$ cat config.mk
export PLATFORM = sky130hd
export DESIGN_NAME = gcd_seq
export DESIGN_NICKNAME = d
export VERILOG_FILES = /design/src/rtl/gcd_seq.sv
export SDC_FILE = /design/constraint.sdc
export NUM_CORES = 1
export LEC_CHECK = 0
export CAP_MARGIN = 25
export CORE_ASPECT_RATIO = 0.9
export CORE_MARGIN = 1.5
export CORE_UTILIZATION = 41
export CTS_BUF_LIST = sky130_fd_sc_hd__clkbuf_4
export CTS_CLUSTER_DIAMETER = 150
export DETAILED_ROUTE_END_ITERATION = 16
export PLACE_DENSITY_LB_ADDON = 0.1
export SYNTH_ARGS = -nofsm -noshare
export SYNTH_HDL_FRONTEND = slang
export SYNTH_SLANG_ARGS = --single-unit
$ cat constraint.sdc
create_clock -name clk -period 3.5 [get_ports clk]
set_input_delay 0.7 -clock clk [delete_from_list [all_inputs] [get_ports clk]]
set_output_delay 0.7 -clock clk [all_outputs]
set_load 0.02 [all_outputs]
$ cat src/rtl/gcd_seq.sv
// rtl/gcd_seq.sv - Euclid GCD sequencer that drives an external mod unit; optional WAIT timeout under GCD_TIMEOUT_EN
module gcd_seq #(
  parameter int unsigned TIMEOUT_CYCLES = 256
) (
  input  logic        clk,
  input  logic        reset,
  input  logic        in_valid,
  output logic        in_ready,
  input  logic [31:0] in_a,
  input  logic [31:0] in_b,
  output logic        out_valid,
  input  logic        out_ready,
  output logic [31:0] out_gcd,
  output logic [5:0]  out_iter,
  output logic        out_err,
  output logic        mod_run,
  output logic [31:0] mod_a,
  output logic [31:0] mod_b,
  input  logic [31:0] mod_result,
  input  logic        mod_ready
);

  typedef enum logic [2:0] {
    IDLE   = 3'd0,
    CHECK  = 3'd1,
    ISSUE  = 3'd2,
    SETTLE = 3'd3,
    WAIT   = 3'd4,
    DONE   = 3'd5
  } state_t;

  state_t      state;
  state_t      state_n;

  // Working operands; they double as the mod unit request so they stay
  // untouched from ISSUE through WAIT.
  logic [31:0] a_q;
  logic [31:0] b_q;
  logic [5:0]  iter_q;
  logic [31:0] gcd_q;
  logic        err_q;
  // Set only for the first CHECK after a handshake: later operands are mod
  // results and can never grow past the original values.
  logic        first_q;

  logic        range_err;
  logic        timeout_hit;

  assign range_err = first_q && (a_q[31] || b_q[31]);

`ifdef GCD_TIMEOUT_EN
  localparam int unsigned CW = (TIMEOUT_CYCLES > 1) ? $clog2(TIMEOUT_CYCLES) : 1;
  localparam logic [CW-1:0] CNT_LAST = CW'(TIMEOUT_CYCLES - 1);

  logic [CW-1:0] wait_cnt;

  assign timeout_hit = !mod_ready && (wait_cnt == CNT_LAST);

  // Cycles spent in WAIT for the current mod operation, cleared in ISSUE
  always_ff @(posedge clk or posedge reset) begin
    if (reset) begin
      wait_cnt <= '0;
    end else if (state == ISSUE) begin
      wait_cnt <= '0;
    end else if (state == WAIT && !mod_ready && !timeout_hit) begin
      wait_cnt <= wait_cnt + 1'b1;
    end
  end
`else
  assign timeout_hit = 1'b0;

  // TIMEOUT_CYCLES has no effect in this build; a zero value would only be
  // meaningful with the timeout compiled in, so nothing is generated here.
  if (TIMEOUT_CYCLES == 0) begin : g_timeout_unused
  end
`endif

  // State register
  always_ff @(posedge clk or posedge reset) begin
    if (reset) begin
      state <= IDLE;
    end else begin
      state <= state_n;
    end
  end

  // Next-state decode and handshake/request outputs
  always_comb begin
    state_n   = state;
    in_ready  = 1'b0;
    mod_run   = 1'b0;
    out_valid = 1'b0;
    case (state)
      IDLE: begin
        in_ready = 1'b1;
        if (in_valid) begin
          state_n = CHECK;
        end
      end
      CHECK: begin
        if (range_err || (b_q == 32'd0)) begin
          state_n = DONE;
        end else begin
          state_n = ISSUE;
        end
      end
      ISSUE: begin
        mod_run = 1'b1;
        state_n = SETTLE;
      end
      SETTLE: begin
        // mod_ready may still be high from the previous operation here
        state_n = WAIT;
      end
      WAIT: begin
        if (mod_ready) begin
          state_n = CHECK;
        end else if (timeout_hit) begin
          state_n = DONE;
        end
      end
      DONE: begin
        out_valid = 1'b1;
        if (out_ready) begin
          state_n = IDLE;
        end
      end
      default: begin
        state_n = IDLE;
      end
    endcase
  end

  // Datapath: operand latch, Euclid step, result capture
  always_ff @(posedge clk or posedge reset) begin
    if (reset) begin
      a_q     <= '0;
      b_q     <= '0;
      iter_q  <= '0;
      gcd_q   <= '0;
      err_q   <= 1'b0;
      first_q <= 1'b0;
    end else begin
      case (state)
        IDLE: begin
          if (in_valid) begin
            a_q     <= in_a;
            b_q     <= in_b;
            iter_q  <= '0;
            err_q   <= 1'b0;
            first_q <= 1'b1;
          end
        end
        CHECK: begin
          first_q <= 1'b0;
          if (range_err) begin
            gcd_q <= '0;
            err_q <= 1'b1;
          end else if (b_q == 32'd0) begin
            gcd_q <= a_q;
          end
        end
        WAIT: begin
          if (mod_ready) begin
            a_q    <= b_q;
            b_q    <= mod_result;
            iter_q <= iter_q + 6'd1;
          end else if (timeout_hit) begin
            gcd_q <= '0;
            err_q <= 1'b1;
          end
        end
        default: begin
        end
      endcase
    end
  end

  assign mod_a    = a_q;
  assign mod_b    = b_q;
  assign out_gcd  = gcd_q;
  assign out_iter = iter_q;
  assign out_err  = err_q;

endmodule

## Yosys cells after proc, flatten, opt, wreduce, memory -nomap -nowiden

Index checks and enable logic that the tools add are counted.

- Add/sub/neg operators: 1
- Equality and inequality tests: 9
- Muxes and demuxes: 24
- Reduce and logical (&&, ||, !) cells: 13

Operators with widths:

| operator | count |
|---|---|
| $mux 32 | 6 |
| $pmux 32 s2 | 2 |
| $logic_not 32->1 | 1 |
| $pmux 3 s6 | 1 |
| $mux 3 | 4 |
| $mux 6 | 2 |
| $pmux 6 s2 | 1 |
| $reduce_and 3->1 | 3 |
| $ne 2x2->1 const B | 4 |
| $add 6x1->6 const B | 1 |
| $eq 3x2->1 const B | 2 |
| $eq 3x3->1 const B | 2 |
| $mux 1 | 6 |
| $reduce_bool 2->1 | 3 |
| $pmux 1 s2 | 2 |
| $reduce_and 2->1 | 2 |
| $eq 3x1->1 const B | 1 |
| $logic_not 3->1 | 1 |
| $logic_or 1x1->1 | 2 |
| $logic_and 1x1->1 | 1 |

- Flip-flop bits (word level): 107
- Input bits: 101
- Output and inout bits: 106
- Logic and storage cells: 54

## Logic depth before layout (Yosys ltp)

- Depth in word-level cells: 5
- Gate-level depth with buffers: 8
- Gate-level depth less buffers: 4

## Worst setup path after synthesis

No wires, ideal clock.

- Path type: register to output
- From: register state[0]
- To: output port in_ready
- Data arrival time: 1.004 ns
- Data required time: 2.800 ns
- Setup slack: 1.796 ns
- Stages on the path, launching flop included: 3
- Buffers on the path: 1
- Cell sequence: dfrtp_1 buf_6 nor3_1

- Word-level cells in the longest chain between the ends: 2

RTL lines:

| item | RTL line | text |
|---|---|---|
| start: declaration | 32 | `state_t state;` |
| start signal: assignment | 83 | `state <= state_n;` |
| $logic_not 3->1 | 93 | `case (state)` |
| $mux 1 | 93 |  |
| end: declaration | 8 | `output logic in_ready,` |

Every way passes these cells.

## Worst setup path after layout

- From: register state[2]
- To: output port out_valid

- Word-level cells in the longest chain between the ends: 2

RTL lines:

| item | RTL line | text |
|---|---|---|
| $eq 3x3->1 | 93 |  |
| $mux 1 | 93 |  |
| end: declaration | 11 | `output logic out_valid,` |

Every way passes these cells.

==> results.toml <==
[outcome]
status = "completed"

[floorplan]
die_x_um = 123.2
rows = 39
coreArea_mm2 = 0.01269
die-area_mm2 = 0.01370
ios = 207
die_h_um = 111.2
start_util = 0.4202

[yosys]
syn_avg_cell_area_um2 = 9.800
ys_seq_area_frac = 0.5022
synth-edff-count = 0
ys_async_sr_fraction = 1.000
ys_types = 41
ys.flop_type = "dfrtp_1"
syn_inst = 544
synth_area_mm2 = 0.005331
ys_warn_count = 0
syn_nets = 646
yosys_register_bits = 107

[final_layout]
drive_above_1_share = 0.05068
finalInstanceArea_mm2 = 0.007585
area_growth_pct = 42.27
fillCellCount = 1144
multiInputGateArea_mm2 = 0.002344
nets = 827
final_core_util = 0.5978
seq_area_mm2 = 0.002678
diodes = 0

[clock_tree]
cts.htree.levels = 3
cts_tree = "built"
postCtsHoldBufs = 0
ctsLongestPathBuffers = 2
numCtsBuffers = 9
cts_root_buf = "clkbuf_4"
post_cts_buffers = 0
clock-sinks = 107
clkTransAtPathRegs_ps = 170
post_cts_resized = 0
clkLatencyLatePin_ps = 460

[job]
cap_violations = 0

[pwr]
p_per_area_mw_per_mm2 = 873.4
vdd_drop_max_uv = 336.1
p_leak_nw = 3.029

[place]
gp_congestion = 0.8479
numPortBuffers = 206
dp_slack_ps = 932.8
dp_hpwl_mm = 12.07
place_area_mm2 = 0.007441

[sta]
setup_viol = 0
fin_setup_tns_ps = 0
worst_slew_pin_slew_ps = 840.6
hold_viol_final = 0
fin_skew_ps = 33.75
hold_slack_ps = 527.8
relSlewSlack = 0.4396
max_freq_mhz = 373.9
fin_crit_sh = 0.7641
min_period_ps = 2674
drv_slew = 0
rsz0062_at_grt = "no"
fin_ws_ps = 825.8

[drt]
dr_wl_met2_mm = 7.325
drc = 0
via_per_inst = 5.281
drtPass1Iterations = 5
vias = 4721
wl_per_cell_um = 17.65
ant_nets = 0
wl_met3_um = 962
dr.max_layer_used = "met4"
wl_mm = 15.78
drtIter0Drc = 434
wl_met1_mm = 7.206

[hold_path]
hp-class = "flop to flop"
hold_depth = 2

[worst_setup_path]
slowest_delay_ps = 600
end_kind = "primary output"
critPathSlowestCell = "clkdlybuf4s50_1"
cp_cell_sequence = "nor2b_1, and2_1, clkdlybuf4s50_1"
cp_max_fo = 9
required_ps = 2800
worstRegToRegCells = 5
critPathKind = "flop to primary output"
cp_data_arrival_time_ps = 1970
crit_path_start_kind = "flop"

[global_routing]
first_global_vias = 4659
grt_max_degree = 62
grt_pass1_wl_mm = 25.34
grtUsageTotal = 0.2413
antenna_found_initial = 0
overflow = 0
power breakdown:
group	switching, mW	total [mW]	internal (mW)
registers	0.635	2.41	1.77
clock network	0.422	0.655	0.233
logic	1.91	3.56	1.65
Yosys cell counts, types with 3 or more instances:
cell	count	share of area
o21ai_1	39	0.037
nand3_1	33	0.031
inv_1	5	0.0035
and2_1	4	0.0047
xor2_1	3	0.0049
dfrtp_1	107	0.50
a21o_1	3	0.0042
o21ai_0	31	0.029
nand2_1	101	0.071
o211ai_1	32	0.045
nand4_1	34	0.040
nor4_1	8	0.0094
buf_6	7	0.015
nor2_1	8	0.0056
buf_2	17	0.016
clkbuf_1	15	0.011
mux2i_1	64	0.12
buf_8	3	0.0084
cells in the final DEF (no fill, tap or decap), types with 2 or more instances in the layout:
| cell | count |
|---|---|
| dfrtp_1 | 107 |
| inv_6 | 3 |
| a21oi_1 | 2 |
| mux2i_1 | 64 |
| o21ai_0 | 30 |
| a21o_1 | 3 |
| nor3_1 | 2 |
| nor2_1 | 8 |
| buf_12 | 2 |
| clkdlybuf4s50_1 | 206 |
| nand3_1 | 33 |
| nand2_1 | 100 |
| clkinvlp_4 | 2 |
| nand4_1 | 34 |
| buf_4 | 10 |
| nor4_1 | 8 |
| clkbuf_4 | 10 |
| o21ai_1 | 39 |
| xor2_1 | 3 |
| and4_1 | 2 |
| o211ai_1 | 32 |
| and2_1 | 3 |
| nand2b_1 | 2 |
| inv_1 | 4 |
routing by layer:
metal,vias to the layer above,GRT usage
li1,2326,-
met1,2217,0.3480
met2,159,0.3678
met3,19,0.04527
met4,0,0.07356
met5,-,0
cell type report:
class                   instances  share of cell area
inverters                       5            0.002969
multi-input cells             383              0.3090
flip-flops and latches        107              0.3530
repair buffers                219              0.2890
well taps                     164             0.02705
clock buffers                  10            0.009898
clock inverters                 6            0.009073
worst max-delay path, delay by kind of cell, from the launching register on:
| family | cells | cell delay (ps) |
|---|---|---|
| buffers and inverters | 1 | 600 |
| DFF | 1 | 540 |
| and+or+nand+nor | 2 | 380 |
stage by stage:
stage / instances / power (mW)
CTS: 894 / 6.667
detailed placement: 878 / 6.011
floorplan: 544 / 4.406
global placement: 877 / 5.888
global route: 894 / 7.108
finish: 894 / 6.624
registers in the layout, indices dropped and copies added, names as in the netlist:
signal    flops
mod_b        32
out_gcd      32
out_err       1
first_q       1
out_iter      6
state         3
mod_a        32
final timing paths:
| kind | slack, ps | startpoint | end |
|---|---|---|---|
| min | 530 | out_gcd[3] | out_gcd[3] |
| max reg2reg | 1170 | state[1] | mod_a[17] |
| min in group asynchronous | 580 | reset | out_gcd[11] |
| max in group asynchronous | 2220 | reset | out_gcd[2] |
| min reg2reg | 530 | out_gcd[3] | out_gcd[3] |
| max | 830 | state[2] | out_valid |
cells by family (layout without fill, tap and decap cells):
group	Yosys count	in the layout	synth area share
mux	65	65	0.1223
simple gates	203	203	0.1845
xor+xnor	3	3	0.004929
fa+ha+maj	1	1	0.002346
buf+inv	54	240	0.06078
flops	107	107	0.5022
compound gates	111	111	0.1230
Note: power is estimated with default switching activity, not from simulation.
